`src/rtl/serial_sub_pkg.sv`:
```
// Shared types and constants for the bit-serial 8-bit subtractor.
// The SUB_OVERFLOW_EN macro is consumed by tt_um_serial_subtractor.
package serial_sub_pkg;

    localparam int WIDTH = 8;
    localparam int CNT_W = 3;

    typedef enum logic [1:0] {
        ST_IDLE = 2'd0,
        ST_RUN  = 2'd1,
        ST_DONE = 2'd2
    } state_e;

    // uio_in control bits
    localparam int LOAD_A = 0;
    localparam int LOAD_B = 1;
    localparam int START  = 2;

    // uio_out status bits
    localparam int BUSY   = 7;
    localparam int DONE   = 6;
    localparam int BORROW = 5;
    localparam int OVF    = 4;

    localparam logic [CNT_W-1:0] CNT_LAST = CNT_W'(WIDTH - 1);
    localparam logic [7:0]       UIO_OE   = 8'hF0;

endpackage

```
`src/rtl/full_sub1.sv`:
```
// One-bit full subtractor: d = x - y - bin, bout set when the bit borrows.
module full_sub1 (
    input  logic x_i,
    input  logic y_i,
    input  logic bin_i,
    output logic d_o,
    output logic bout_o
);

    assign d_o    = x_i ^ y_i ^ bin_i;
    assign bout_o = (~x_i & y_i) | (~(x_i ^ y_i) & bin_i);

endmodule

```
`src/rtl/tt_um_serial_subtractor.sv`:
```
// Bit-serial 8-bit subtractor, LSB first, one bit per cycle.
// Define SUB_OVERFLOW_EN to add the signed-overflow flag on uio_out[4].
module tt_um_serial_subtractor
    import serial_sub_pkg::*;
(
    input  logic       clk,
    input  logic       rst_n,
    input  logic       ena,
    input  logic [7:0] ui_in,
    input  logic [7:0] uio_in,
    output logic [7:0] uo_out,
    output logic [7:0] uio_out,
    output logic [7:0] uio_oe
);

    state_e             state_q, state_d;
    logic [WIDTH-1:0]   a_q, a_d, b_q, b_d;
    logic [WIDTH-1:0]   sa_q, sa_d, sb_q, sb_d;
    logic [WIDTH-2:0]   res_q, res_d;
    logic [CNT_W-1:0]   cnt_q, cnt_d;
    logic               bin_q, bin_d;
    logic [WIDTH-1:0]   uo_q, uo_d;
    logic               borrow_q, borrow_d;
    logic               ovf_bit;
    logic               bit_d, bit_bout;
    logic [WIDTH-1:0]   diff_full;

    logic unused_uio;
    assign unused_uio = &{1'b0, uio_in[7:3]};

    full_sub1 u_fs (
        .x_i    (sa_q[0]),
        .y_i    (sb_q[0]),
        .bin_i  (bin_q),
        .d_o    (bit_d),
        .bout_o (bit_bout)
    );

    // Earlier bits sit in res_q LSB-aligned once the last bit arrives.
    assign diff_full = {bit_d, res_q};

`ifdef SUB_OVERFLOW_EN
    logic ovf_q, ovf_d;
    assign ovf_bit = ovf_q;
`else
    assign ovf_bit = 1'b0;
`endif

    always_comb begin
        state_d  = state_q;
        a_d      = a_q;
        b_d      = b_q;
        sa_d     = sa_q;
        sb_d     = sb_q;
        res_d    = res_q;
        cnt_d    = cnt_q;
        bin_d    = bin_q;
        uo_d     = uo_q;
        borrow_d = borrow_q;
`ifdef SUB_OVERFLOW_EN
        ovf_d    = ovf_q;
`endif
        if (ena) begin
            unique case (state_q)
                ST_IDLE: begin
                    if (uio_in[START]) begin
                        sa_d    = a_q;
                        sb_d    = b_q;
                        res_d   = '0;
                        cnt_d   = '0;
                        bin_d   = 1'b0;
                        state_d = ST_RUN;
                    end else begin
                        if (uio_in[LOAD_A]) a_d = ui_in;
                        if (uio_in[LOAD_B]) b_d = ui_in;
                    end
                end
                ST_RUN: begin
                    sa_d  = {1'b0, sa_q[WIDTH-1:1]};
                    sb_d  = {1'b0, sb_q[WIDTH-1:1]};
                    res_d = {bit_d, res_q[WIDTH-2:1]};
                    bin_d = bit_bout;
                    cnt_d = cnt_q + 1'b1;
                    if (cnt_q == CNT_LAST) begin
                        state_d  = ST_DONE;
                        uo_d     = diff_full;
                        borrow_d = bit_bout;
`ifdef SUB_OVERFLOW_EN
                        ovf_d    = (a_q[WIDTH-1] != b_q[WIDTH-1]) &&
                                   (diff_full[WIDTH-1] != a_q[WIDTH-1]);
`endif
                    end
                end
                ST_DONE: state_d = ST_IDLE;
                default: state_d = ST_IDLE;
            endcase
        end
    end

    always_ff @(posedge clk or negedge rst_n) begin
        if (!rst_n) begin
            state_q  <= ST_IDLE;
            a_q      <= '0;
            b_q      <= '0;
            sa_q     <= '0;
            sb_q     <= '0;
            res_q    <= '0;
            cnt_q    <= '0;
            bin_q    <= 1'b0;
            uo_q     <= '0;
            borrow_q <= 1'b0;
        end else begin
            state_q  <= state_d;
            a_q      <= a_d;
            b_q      <= b_d;
            sa_q     <= sa_d;
            sb_q     <= sb_d;
            res_q    <= res_d;
            cnt_q    <= cnt_d;
            bin_q    <= bin_d;
            uo_q     <= uo_d;
            borrow_q <= borrow_d;
        end
    end

`ifdef SUB_OVERFLOW_EN
    always_ff @(posedge clk or negedge rst_n) begin
        if (!rst_n) ovf_q <= 1'b0;
        else        ovf_q <= ovf_d;
    end
`endif

    assign uo_out  = uo_q;
    assign uio_out = {state_q == ST_RUN, state_q == ST_DONE, borrow_q, ovf_bit, 4'b0000};
    assign uio_oe  = UIO_OE;

endmodule

```
`config.mk`:
```
export PLATFORM = sky130hd
export DESIGN_NAME = tt_um_serial_subtractor
export DESIGN_NICKNAME = d
export VERILOG_FILES = /design/src/rtl/serial_sub_pkg.sv /design/src/rtl/full_sub1.sv /design/src/rtl/tt_um_serial_subtractor.sv
export SDC_FILE = /design/constraint.sdc
export NUM_CORES = 1
export LEC_CHECK = 0
export CORE_ASPECT_RATIO = 0.9
export CORE_MARGIN = 4
export CORE_UTILIZATION = 40
export DETAILED_ROUTE_END_ITERATION = 12
export PLACE_DENSITY = 0.66
export SLEW_MARGIN = 5
export SYNTH_ARGS = -nofsm -noshare
export SYNTH_HDL_FRONTEND = slang
export SYNTH_SLANG_ARGS = --single-unit
```
`constraint.sdc`:
```
create_clock -name clk -period 1.5 [get_ports clk]
set_input_delay 0.3 -clock clk [delete_from_list [all_inputs] [get_ports clk]]
set_output_delay 0.3 -clock clk [all_outputs]
set_load 0.05 [all_outputs]
```
==> Implementation_results.wiki, run 1 <==
{| class="wikitable"
! Metric !! Value
|-
| Cell-internal power || 3.97 mW
|-
| Total of flip-flops plus latches after synthesis || 54
|-
| Worst hold slack || 504 ps
|-
| Most instantiated cells after synthesis || 54 x sky130_fd_sc_hd__dfrtp_1, 34 x sky130_fd_sc_hd__o21ai_0, 24 x sky130_fd_sc_hd__mux2_2
|-
| Number of antenna violations at the first check in global routing || 0
|-
| Worst setup timing slack at the placement stage || -393 ps
|-
| Yosys cell types || 27
|-
| Power density normalized to cell area || 1870 mW/mm^2
|-
| Share of flip-flops with an asynchronous set or reset || 100%
|-
| Ranking of synthesized cells by area || sky130_fd_sc_hd__dfrtp_1 57%, sky130_fd_sc_hd__mux2_2 11%, sky130_fd_sc_hd__o21ai_0 7.1%, sky130_fd_sc_hd__mux2i_1 5.9%, sky130_fd_sc_hd__buf_4 4.7%
|-
| Crit path DAT || roughly 1800 ps
|-
| Vias/cell || 5.07
|-
| Cell area after synthesis || roughly 0.0024 mm^2
|-
| Full die area || just over 0.007 mm^2
|-
| Synthesized instance count || 188
|-
| Via count of the first global-routing pass || 1575
|-
| Status || finished, violations left
|-
| Total global routing overflow || 0
|-
| Clock period minus final worst setup slack || 1560 ps
|-
| Layout fillers || 480
|-
| Share of the clock period used by the worst path || 104%
|-
| Post-synthesis compound-gate area fraction || between 10% and 20%
|-
| Post-synthesis share of cell area spent on full adders, half adders and majority gates || between 1.5 and 2%
|-
| Post-route antenna net violation count || 0
|-
| Simple-gate area share of the yosys netlist || 4.46%
|-
| GRT Resource Usage Total || between 10% and 20%
|-
| Portion of the post-synthesis area used by sequential elements || between 50% and 60%
|-
| Fmax || 0.640 GHz
|-
| Worst clock skew || roughly 13 ps
|-
| Effective utilization at floorplan || 41.7%
|-
| Highest fanout seen on the critical path || 5
|-
| Boundary Pins || 43
|-
| CTS H-tree lvls || 2
|-
| N_diodes || 0
|-
| Clock Path Buffers || 2
|-
| Switching Share || 33.6%
|-
| Remaining routing DRC violations || 0
|-
| Die height || 81.3 um
|-
| Initial DRT Pass Iterations || 4
|-
| Half-perimeter wire length of the detailed placement result || about 2800 um
|-
| Clock slew at reported path FFs || roughly 100 ps
|-
| Root Buffer Master || sky130_fd_sc_hd__clkbuf_8
|-
| Proportion of layout cells with a drive suffix above 1 || 36.0%
|-
| Ys Warns || 0
|-
| WS Path Type || flip-flop to flip-flop
|-
| Final-report setup violation count || 17
|-
| Reg-to-reg startpoint || cnt_q[0]
|-
| 1st-iter DRT viols || 76
|-
| Synth top area share || 56.7%
|-
| Number of cells on the worst reg-to-reg path || 5
|-
| Cell taking the most area after synthesis || sky130_fd_sc_hd__dfrtp_1
|-
| Register area || 0.00135 mm^2
|-
| Unrepaired setup endpoints after global routing || yes
|-
| Worst slew pin tran || roughly 520 ps
|-
| Number of buffers inserted by port buffering || 24
|-
| Worst-Skew Late Latency || 310 ps
|-
| Number of failing hold endpoints at the final stage || 0
|-
| Worst setup slack for register-to-register paths || -60 ps
|-
| Num Clock Sinks || 54
|-
| Core ar. || 0.00573 mm^2
|-
| EDFF count, synth || 0
|-
| Wire length after detailed routing || approximately 4600 um
|-
| Synth Area in XOR/XNOR || 0%
|-
| First-pass GRT wire length || ~7600 um
|-
| Avg Synthesized Cell Area || 12.7 um^2
|-
| Switching Power || 2.01 mW
|-
| TritonCTS buffer count || 5
|-
| Row cnt || 26
|-
| VDD IR-drop max || 0.770 mV
|-
| Final setup TNS || -405 ps
|-
| Max-cap violations || 0
|-
| Share of power burned in the clock network || approximately 16%
|-
| Part of the total power dissipated in sequential elements || 41.3%
|-
| Startpoint type of the worst setup path || flip-flop
|-
| Number of vias after detailed routing || 1552
|-
| Placer congestion estimate || 0.713
|-
| Min-delay worst type || primary input to asynchronous set/reset pin
|-
| Type of element capturing the critical path || flip-flop
|-
| Fin worst setup slack || -63.0 ps
|-
| Maximum number of pins on one net before global-route repair || 55
|-
| End of the worst register-to-register path || uo_out[4]
|-
| Dominant synthesized flop cell || sky130_fd_sc_hd__dfrtp_1
|-
| Final Slew Violations || 0
|-
| Area of combinational cells with multiple inputs || slightly above 0.001 mm^2
|-
| Relative area change from synthesis to final layout || 33.9%
|-
| Die Wd || around 89 um
|-
| Slew margin rel. || roughly 65%
|-
| Violated checks || negative setup slack
|-
| Required time worst endpoint || 1690 ps
|-
| Mux contribution to synthesized area || 17.7%
|-
| WL per Instance || 14.9 um
|-
| Main combinational cell family by area after synthesis || multiplexers
|-
| TritonCTS clock tree || done
|-
| Count leader, synth || sky130_fd_sc_hd__dfrtp_1
|-
| Power share of the combinational group || 42.6%
|-
| NumNets Final || 257
|-
| Leakage power total || roughly 1.5 nW
|}
[worst max-delay path, cell delays in order, from the launching register on]
cell                       delay (ps)
sky130_fd_sc_hd__dfrtp_1          430
sky130_fd_sc_hd__ha_4             180
sky130_fd_sc_hd__ha_4             150
sky130_fd_sc_hd__nand4b_1         190
sky130_fd_sc_hd__buf_6            180
sky130_fd_sc_hd__mux2_4           310
[power groups by stage]
stage	clock (mW)	sequential (mW)	combinational, mW
global placement	0	2.46	2.13
finish	0.958	2.47	2.55
CTS	0.978	2.46	2.38
global route	1.04	2.55	2.76
detailed placement	0	2.48	2.17
floorplan	0	2.56	1.25
[cells in the final DEF (no fill, tap or decap), types with 2 or more instances in the layout]
cell type / instances
sky130_fd_sc_hd__dfrtp_1: 52
sky130_fd_sc_hd__o21ai_0: 33
sky130_fd_sc_hd__buf_4: 19
sky130_fd_sc_hd__mux2_2: 16
sky130_fd_sc_hd__mux2i_1: 14
sky130_fd_sc_hd__buf_12: 14
sky130_fd_sc_hd__conb_1: 13
sky130_fd_sc_hd__clkdlybuf4s50_1: 11
sky130_fd_sc_hd__a22o_1: 10
sky130_fd_sc_hd__mux2_4: 9
sky130_fd_sc_hd__clkbuf_8: 5
sky130_fd_sc_hd__buf_6: 5
sky130_fd_sc_hd__inv_1: 3
sky130_fd_sc_hd__nand2_1: 3
sky130_fd_sc_hd__nand2_8: 2
sky130_fd_sc_hd__o21ai_1: 2
sky130_fd_sc_hd__ha_4: 2
sky130_fd_sc_hd__dfrtp_2: 2
[kinds of logic after synthesis]
kind of cell	after synthesis
muxes	39
buffers and inverters	27
adders and majority gates	3
AOI/OAI and AO/OA	47
DFF	54
other	2
and+or+nand+nor	16
[layer usage]
metal / track usage, % / up-vias / wire length, um
met5: 0 / - / 0
met2: 21.0 / 32 / 2140
li1: - / 730 / -
met3: 3.04 / 5 / 197
met1: 19.3 / 785 / 2160
met4: 4.46 / 0 / 66
[sequential cells by signal, indices dropped and copies added (netlist names)]
| signal | flops |
|---|---|
| a_q | 8 |
| b_q | 8 |
| sa_q | 8 |
| sb_q | 8 |
| uo_out | 8 |
| res_q | 7 |
| cnt_q | 3 |
| state_q | 2 |
| bin_q | 1 |
| borrow_q | 1 |
[final cells by class]
class / instances / area share, %
clock buffers: 6 / 2.27
repair buffers: 52 / 19.2
well taps: 70 / 2.74
inverters: 4 / 0.470
multi-input cells: 118 / 31.7
clock inverters: 2 / 1.18
flip-flops and latches: 54 / 42.4
[what timing repair did]
action / 4_1_cts / 5_1_grt
pin swaps: 3 / 4
resized for setup: 27 / 8
gates cloned: 1 / 0
hold buffers: 1 / 0
setup endpoints to repair: 41 / 34
endpoints found under the hold margin: 54 / 0
setup buffers: 6 / 8
[how the worst max path moves through the flow]
stage                     from    endpoint  slack, ps  cells past startpoint
global placement     uio_in[2]     sa_q[6]       -390                      4
detailed placement   uio_in[2]     sb_q[4]       -390                      4
floorplan             cnt_q[0]   uo_out[0]          8                      5
CTS                 state_q[1]  uio_out[7]        -80                      3
global route        state_q[0]      b_q[7]        -90                      5
finish                cnt_q[0]   uo_out[4]        -60                      5
[stage by stage]
stage	power (mW)	utilization (%)	std cells	instance area, um^2
CTS	5.82	54.1	298	3100
finish	5.97	55.8	306	3190
floorplan	3.81	-	199	2430
global route	6.35	55.8	306	3190
global placement	4.59	49.4	282	2830
detailed placement	4.65	49.4	282	2830
Note: power is estimated with default switching activity, not from simulation.
==> run 2, diff against run 1 <==
--- a/config.mk
+++ b/config.mk
@@ -5,11 +5,12 @@
 export SDC_FILE = /design/constraint.sdc
 export NUM_CORES = 1
 export LEC_CHECK = 0
+export ABC_AREA = 1
 export CORE_ASPECT_RATIO = 0.9
 export CORE_MARGIN = 4
 export CORE_UTILIZATION = 40
 export DETAILED_ROUTE_END_ITERATION = 12
-export PLACE_DENSITY = 0.66
+export PLACE_DENSITY = 0.65
 export SLEW_MARGIN = 5
 export SYNTH_ARGS = -nofsm -noshare
 export SYNTH_HDL_FRONTEND = slang
==> run 2 against run 1 <==
  * The run now ends clean
  * Power is 21% lower
  * First-iteration DRC count increased by 30%
  * Critical path depth down 1
  * Final cell count rose by 42%
  * Clock skew down 2.9 ps
  * Non-clock buffer count shrank 8
  * Setup slack better by 110 ps
  * Sequential share of layout area decreased by 0.072 points
  * Clock-buffer cell count decreased by 1
  * Synthesized cell count grew 68%
  * Fmax up 7.9%
  * Largest cell class unchanged
  * Largest power group is now sequential cells
==> Implementation_results.wiki, run 2 <==
{| class="wikitable"
! Metric !! Value
|-
| Type of element capturing the critical path || output pin
|-
| Cell-internal power || 3.02 mW (-24%)
|-
| Final Slew Violations || 0 (unchanged)
|-
| Utilization after layout || 51.7% (-4.1 points)
|-
| End of the critical path || uio_out[6]
|-
| VDD IR-drop max || 0.722 mV (-6.2%)
|-
| Proportion of layout cells with a drive suffix above 1 || 14.7% (-21 points)
|-
| Worst-Skew Late Latency || 310 ps (about the same)
|-
| Maximum number of pins on one net before global-route repair || 55 (unchanged)
|-
| Crit path DAT || 1150 ps (-600 ps)
|-
| Worst clock skew || 10.3 ps (-2.90 ps)
|-
| Share of power burned in the clock network || 20.6% (+4.6 points)
|-
| Vias/cell || 4.58 (-9.7%)
|-
| Post-route antenna net violation count || 0 (unchanged)
|-
| Power density normalized to cell area || 1480 mW/mm^2 (-21%)
|-
| Root Buffer Master || sky130_fd_sc_hd__clkbuf_8
|-
| End of the worst register-to-register path || a_q[3]
|-
| Number of antenna violations at the first check in global routing || 0 (unchanged)
|-
| Clock slew at reported path FFs || 90 ps (about the same)
|-
| Switching Power || 1.70 mW (-15%)
|-
| Clock Path Buffers || 2 (unchanged)
|-
| Die Wd || 92.4 um (+3.4%)
|-
| Initial DRT Pass Iterations || 4 (unchanged)
|-
| WS Path Type || flip-flop to output pin
|-
| Wire length after detailed routing || 4940 um (+8.3%)
|-
| Most instantiated cells after synthesis || 159 x sky130_fd_sc_hd__nand2_1, 54 x sky130_fd_sc_hd__dfrtp_1, 27 x sky130_fd_sc_hd__nand3_1
|-
| Startpoint type of the worst setup path || flip-flop
|-
| Max-cap violations || 0 (unchanged)
|-
| Synth top area share || 52.7% (-4.0 points)
|-
| Part of the total power dissipated in sequential elements || 46.8% (+5.5 points)
|-
| Leakage power total || 1.70 nW (+13%)
|-
| Share of flip-flops with an asynchronous set or reset || 100% (unchanged)
|-
| Core ar. || 0.00618 mm^2 (+8.0%)
|-
| Worst hold slack || 480 ps (-24.6 ps)
|-
| Ranking of synthesized cells by area || sky130_fd_sc_hd__dfrtp_1 53%, sky130_fd_sc_hd__nand2_1 23%, sky130_fd_sc_hd__buf_4 5.6%, sky130_fd_sc_hd__nand3_1 5.3%, sky130_fd_sc_hd__nand4_1 4.4%
|-
| Die height || 84.0 um (+3.4%)
|-
| Num Clock Sinks || 54 (unchanged)
|-
| N_diodes || 0 (unchanged)
|-
| WL per Instance || 11.4 um (-24%)
|-
| Placer congestion estimate || 0.794 (+11%)
|-
| Worst setup timing slack at the placement stage || -192 ps (+201 ps)
|-
| Post-CTS Setup Repair Bufs || 0 (-6)
|-
| Non-Filler Cell Area, Final || 0.00320 mm^2 (about the same)
|-
| Half-perimeter wire length of the detailed placement result || 3480 um (+24%)
|-
| Worst hold start || b_q[0]
|-
| Switching Share || 36.0% (+2.4 points)
|-
| Fmax || 0.690 GHz (+7.9%)
|-
| Ys Warns || 0 (unchanged)
|-
| Share of the clock period used by the worst path || 96.6% (-7.6 points)
|-
| Power share of the combinational group || 32.6% (-10 points)
|-
| Commonest non-fill, non-tap cells in the layout || 158 x sky130_fd_sc_hd__nand2_1, 53 x sky130_fd_sc_hd__dfrtp_1, 25 x sky130_fd_sc_hd__nand3_1, 18 x sky130_fd_sc_hd__nand4_1, 16 x sky130_fd_sc_hd__buf_4
|-
| Number of cells on the worst hold path || 2
|-
| Cell area after synthesis || 0.00257 mm^2 (+7.6%)
|-
| Fin worst setup slack || 51.0 ps (+114 ps)
|-
| CTS H-tree lvls || 2 (unchanged)
|-
| Clock period minus final worst setup slack || 1450 ps (-114 ps)
|-
| Final-report setup violation count || 0 (-17)
|-
| Avg Synthesized Cell Area || 8.15 um^2 (-36%)
|-
| Cell taking the most area after synthesis || sky130_fd_sc_hd__dfrtp_1
|-
| Via count of the first global-routing pass || 1886 (+20%)
|-
| Placed inst area || 0.00303 mm^2 (+7.1%)
|-
| First-pass GRT wire length || 8590 um (+12%)
|-
| Full die area || 0.00776 mm^2 (+6.9%)
|-
| Row cnt || 27 (+3.8%)
|-
| Layout fillers || 608 (+27%)
|-
| Number of cells on the worst reg-to-reg path || 4 (-1)
|-
| NumNets Final || 368 (+43%)
|-
| Count of non-filler cells in the finished layout || 434 (+42%)
|-
| Required time worst endpoint || 1200 ps (-490 ps)
|-
| Effective utilization at floorplan || 41.5% (-0.14 points)
|-
| Number of failing hold endpoints at the final stage || 0 (unchanged)
|-
| Number of vias after detailed routing || 1988 (+28%)
|-
| Status || completed
|-
| Portion of the post-synthesis area used by sequential elements || 52.7% (-4.0 points)
|-
| TritonCTS clock tree || done
|-
| 1st-iter DRT viols || 99 (+30%)
|-
| Dominant synthesized flop cell || sky130_fd_sc_hd__dfrtp_1
|-
| Unrepaired setup endpoints after global routing || yes
|-
| GRT Resource Usage Total || 13.7% (+0.023 points)
|-
| Total of flip-flops plus latches after synthesis || 54 (unchanged)
|-
| Highest fanout seen on the critical path || 14 (+9)
|-
| Boundary Pins || 43 (unchanged)
|-
| Worst setup slack for register-to-register paths || 180 ps (+240 ps)
|-
| TritonCTS buffer count || 5 (unchanged)
|-
| Yosys cell types || 18 (-33%)
|-
| EDFF count, synth || 0 (unchanged)
|-
| Origin of the worst setup path || state_q[1]
|-
| Remaining routing DRC violations || 0 (unchanged)
|-
| Reg-to-reg startpoint || state_q[0]
|-
| Most frequent standard cell in the layout excluding fill and tap cells || sky130_fd_sc_hd__nand2_1
|-
| Number of buffers inserted by port buffering || 24 (unchanged)
|-
| Min-delay worst type || flip-flop to flip-flop
|-
| Count leader, synth || sky130_fd_sc_hd__nand2_1
|-
| Inst Count DP || 425 (+51%)
|-
| Relative area change from synthesis to final layout || 24.5%
|-
| Total global routing overflow || 0 (unchanged)
|-
| Synthesized instance count || 315 (+68%)
|}
[run 2: cell count changes in the layout (fill, tap and decap cells not counted), sizes merged, moves of 6 or more]
cell,change
mux2i,-14
nand3,+27
buf,-8
nand4,+19
mux2,-25
o21ai,-33
inv,+6
nand2,+153
a22o,-10
[run 2: critical path, cell delays in order (launching register included)]
cell and delay [ps]:
sky130_fd_sc_hd__dfrtp_1 400, sky130_fd_sc_hd__inv_2 100, sky130_fd_sc_hd__buf_12 150, sky130_fd_sc_hd__nor2_4 40
sky130_fd_sc_hd__buf_12 140
[run 2: power groups by stage]
| stage | Sequential [mW] | Clock, mW | Combinational [mW] |
|---|---|---|---|
| 2_1_floorplan | 2.16 | 0 | 1.14 |
| 3_3_place_gp | 2.21 | 0 | 1.50 |
| 3_5_place_dp | 2.22 | 0 | 1.53 |
| 4_1_cts | 2.20 | 0.991 | 1.55 |
| 5_1_grt | 2.26 | 1.05 | 1.81 |
| 6_report | 2.21 | 0.971 | 1.54 |
[run 2: final cells by class]
type                    count  area [um^2]  share of cell area (%)
repair buffers             44          536                    16.8
clock buffers               5         68.8                    2.15
inverters                  10         37.5                    1.17
well taps                  87          109                    3.41
multi-input cells         231         1050                    32.8
flip-flops and latches     54         1350                    42.3
clock inverters             3         45.0                    1.41
[run 2: metal layers]
metal	up-vias	wire length, um	track usage [%]
li1	1031	-	-
met1	906	2470	19.1
met2	49	2210	22.0
met3	2	248	3.34
met4	0	14	2.43
met5	-	0	0
[run 2: worst min-delay path by stage]
| stage | to | slack, ps |
|---|---|---|
| 6_report | b_q[0] | 480 |
| 5_1_grt | cnt_q[2] | 510 |
| 4_1_cts | b_q[0] | 480 |
| 3_5_place_dp | cnt_q[0] | 320 |
| 3_3_place_gp | cnt_q[2] | 320 |
| 2_1_floorplan | a_q[0] | 4 |
[run 2: what timing repair did]
| item | in CTS | in global routing |
|---|---|---|
| setup endpoints to repair | 2 | 5 |
| pin swaps | 0 | 1 |
| resized for setup | 2 | 10 |
| hold buffers | 1 | 0 |
| hold endpoints to repair | 44 | 0 |
[run 2: logic make-up (layout without fill, tap and decap cells)]
kind of cell	Yosys count	after routing	share of synthesized area, %
AND/OR/NAND/NOR	212	212	35.3
flip-flops	54	54	52.7
buffers and inverters	41	62	9.46
adder cells (fa/ha/maj)	3	3	1.76
AO/OA/AOI/OAI	3	3	0.585
other	2	13	0.293
[run 2: through the flow]
stage,power (mW),TNS (ps)
2_1_floorplan,3.30,0
3_3_place_gp,3.71,-4270
3_5_place_dp,3.75,-5110
4_1_cts,4.74,-54.2
5_1_grt,5.12,-4.52
6_report,4.72,0
==> run 3, diff against run 2 <==
--- a/config.mk
+++ b/config.mk
@@ -7,10 +7,8 @@
 export LEC_CHECK = 0
 export ABC_AREA = 1
 export CORE_ASPECT_RATIO = 0.9
-export CORE_MARGIN = 4
 export CORE_UTILIZATION = 40
 export DETAILED_ROUTE_END_ITERATION = 12
-export PLACE_DENSITY = 0.65
 export SLEW_MARGIN = 5
 export SYNTH_ARGS = -nofsm -noshare
 export SYNTH_HDL_FRONTEND = slang
==> constraint.sdc (replaced) <==
create_clock -name clk -period 1.64 [get_ports clk]
set_input_delay 0.328 -clock clk [delete_from_list [all_inputs] [get_ports clk]]
set_output_delay 0.328 -clock clk [all_outputs]
set_load 0.05 [all_outputs]
==> run 3 against run 2 <==
  * Global-route usage increased by 3.0 points
  * Die area decreased by 13%
  * Utilization decreased by 2.3 points
  * Sequential cell count unchanged
  * Clock skew increased by 5.2 ps
  * Final cell count decreased by 0.46%
  * Clock-buffer cell count unchanged
  * Highest routed layer unchanged
==> Implementation_results.wiki, run 3 (synthesized netlist as in run 2, its figures left out) <==
{| class="wikitable"
! Metric !! Value
|-
| Power density normalized to cell area || 1410 mW/mm^2 (-4.6%)
|-
| N_diodes || 0 (unchanged)
|-
| TritonCTS clock tree || done
|-
| Number of vias after detailed routing || 2009 (+1.1%)
|-
| Share of the clock period used by the worst path || 99.0%
|-
| Status || completed
|-
| Row cnt || 27 (unchanged)
|-
| Clock period minus final worst setup slack || 1620 ps
|-
| Half-perimeter wire length of the detailed placement result || 3410 um (-2.1%)
|-
| Crit path DAT || 1300 ps (+150 ps)
|-
| Post-CTS resize count || 0 (-2)
|-
| Number of antenna violations at the first check in global routing || 0 (unchanged)
|-
| WL per Instance || 11.5 um (+1.2%)
|-
| Boundary Pins || 43 (unchanged)
|-
| Utilization after layout || 49.3% (-2.3 points)
|-
| WS Path Type || flip-flop to output pin
|-
| Initial DRT Pass Iterations || 4 (unchanged)
|-
| Highest fanout seen on the critical path || 5 (-9)
|-
| Worst hold slack || 482 ps (+1.86 ps)
|-
| Origin of the worst setup path || state_q[1]
|-
| Num Clock Sinks || 54 (unchanged)
|-
| Root Buffer Master || sky130_fd_sc_hd__clkbuf_8
|-
| Min-delay worst type || flip-flop to flip-flop
|-
| Full die area || 0.00674 mm^2 (-13%)
|-
| Relative area change from synthesis to final layout || 18.2%
|-
| Layout fillers || 603 (-0.82%)
|-
| Worst-Skew Late Latency || 310 ps (about the same)
|-
| Register area || 0.00135 mm^2 (about the same)
|-
| Type of element capturing the critical path || output pin
|-
| Startpoint type of the worst setup path || flip-flop
|-
| NumNets Final || 366 (-0.54%)
|-
| Area of combinational cells with multiple inputs || 0.00102 mm^2 (-3.0%)
|-
| TritonCTS buffer count || 5 (unchanged)
|-
| Proportion of layout cells with a drive suffix above 1 || 12.5% (-2.2 points)
|-
| Inst Count DP || 422 (-0.71%)
|-
| Clock slew at reported path FFs || 110 ps (+20 ps)
|-
| Total global routing overflow || 0 (unchanged)
|-
| Fin worst setup slack || 16.9 ps (-34.1 ps)
|-
| Maximum number of pins on one net before global-route repair || 55 (unchanged)
|-
| Worst clock skew || 15.5 ps (+5.19 ps)
|-
| Die height || 78.0 um (-7.1%)
|-
| Most frequent standard cell in the layout excluding fill and tap cells || sky130_fd_sc_hd__nand2_1
|-
| First-pass GRT wire length || 8900 um (+3.6%)
|-
| Placer congestion estimate || 0.789 (-0.67%)
|-
| Worst setup timing slack at the placement stage || -100 ps (+91.8 ps)
|-
| Max-cap violations || 0 (unchanged)
|-
| Die Wd || 86.4 um (-6.5%)
|-
| Clock Path Buffers || 2 (unchanged)
|-
| Vias/cell || 4.65 (+1.5%)
|-
| Final Slew Violations || 0 (unchanged)
|-
| CTS H-tree lvls || 2 (unchanged)
|-
| Number of buffers inserted by port buffering || 24 (unchanged)
|-
| Leakage power total || 1.68 nW (-0.93%)
|-
| Unrepaired setup endpoints after global routing || yes
|-
| Commonest non-fill, non-tap cells in the layout || 159 x sky130_fd_sc_hd__nand2_1, 54 x sky130_fd_sc_hd__dfrtp_1, 27 x sky130_fd_sc_hd__nand3_1, 23 x sky130_fd_sc_hd__buf_4, 18 x sky130_fd_sc_hd__nand4_1
|-
| Reg-to-reg startpoint || state_q[0]
|-
| Fmax || 0.616 GHz
|-
| Worst hold start || a_q[5]
|-
| VDD IR-drop max || 0.661 mV (-8.5%)
|-
| Via count of the first global-routing pass || 1939 (+2.8%)
|-
| Final-report setup violation count || 0 (unchanged)
|-
| Core ar. || 0.00615 mm^2 (-0.55%)
|-
| Remaining routing DRC violations || 0 (unchanged)
|-
| 1st-iter DRT viols || 99 (unchanged)
|-
| GRT Resource Usage Total || 16.7% (+3.0 points)
|-
| Effective utilization at floorplan || 41.7% (+0.23 points)
|-
| Total power of the final layout || 4.28 mW (-9.4%)
|-
| Required time worst endpoint || 1310 ps (+110 ps)
|-
| Post-route antenna net violation count || 0 (unchanged)
|-
| Count of non-filler cells in the finished layout || 432 (-0.46%)
|-
| Wire length after detailed routing || 4980 um (+0.77%)
|-
| Number of failing hold endpoints at the final stage || 0 (unchanged)
|}
## run 3: changes by cell type in the layout (fill, tap and decap cells not counted), moves of 2 or more
cell and delta:
sky130_fd_sc_hd__buf_12 -9, sky130_fd_sc_hd__buf_4 +7, sky130_fd_sc_hd__clkinvlp_4 -2, sky130_fd_sc_hd__inv_1 +2
sky130_fd_sc_hd__inv_2 -2, sky130_fd_sc_hd__nand3_1 +2, sky130_fd_sc_hd__nand3_2 -2
## run 3: timing repair
action / CTS / global route
buffers inserted: 1 / 0
setup endpoints to repair: 1 / 18
endpoints found under the hold margin: 3 / 0
hold buffers: 1 / 0
## run 3: per-stage QoR
stage / setup TNS, ps / instance area (um^2)
5_1_grt: -528 / 3030
6_report: 0 / 3030
2_1_floorplan: 0 / 2610
3_5_place_dp: -1280 / 2900
3_3_place_gp: -1280 / 2900
4_1_cts: 0 / 3030
## run 3: critical path, cell delays in order (launching register included)
cell and delay (ps):
sky130_fd_sc_hd__dfrtp_1 410, sky130_fd_sc_hd__inv_1 150, sky130_fd_sc_hd__nand2_1 150, sky130_fd_sc_hd__inv_1 130
sky130_fd_sc_hd__buf_12 140
## run 3: final cells by class
cell class	instances	area share, %
clock inverter	3	1.44
timing repair buffer	42	13.4
multi-input combinational	231	33.5
sequential	54	44.5
inverter	10	1.24
tap	87	3.59
clock buffer	5	2.27
## run 3: power by group
part | switching [mW] | internal, mW
logic | 0.842 | 0.522
clock network | 0.453 | 0.458
registers | 0.249 | 1.75
## run 3: final timing paths
path                              end  slack, ps  cells after the start
min in group asynchronous    cnt_q[1]        520                      3
max reg2reg                    a_q[4]         60                      5
max                        uio_out[7]         20                      4
min                            a_q[5]        480                      2
min reg2reg                    a_q[5]        480                      2
max in group asynchronous      a_q[5]        850                      3
## run 3: per-layer routing
metal | up-vias | wire [um] | part of all wire, % | global-route usage [%]
met2 | 53 | 2230 | 45 | 26.3
met5 | - | 0 | 0 | 0
met4 | 0 | 40 | 0.80 | 4.50
met3 | 5 | 268 | 5.4 | 3.30
li1 | 1026 | - | - | -
met1 | 925 | 2440 | 49 | 23.4
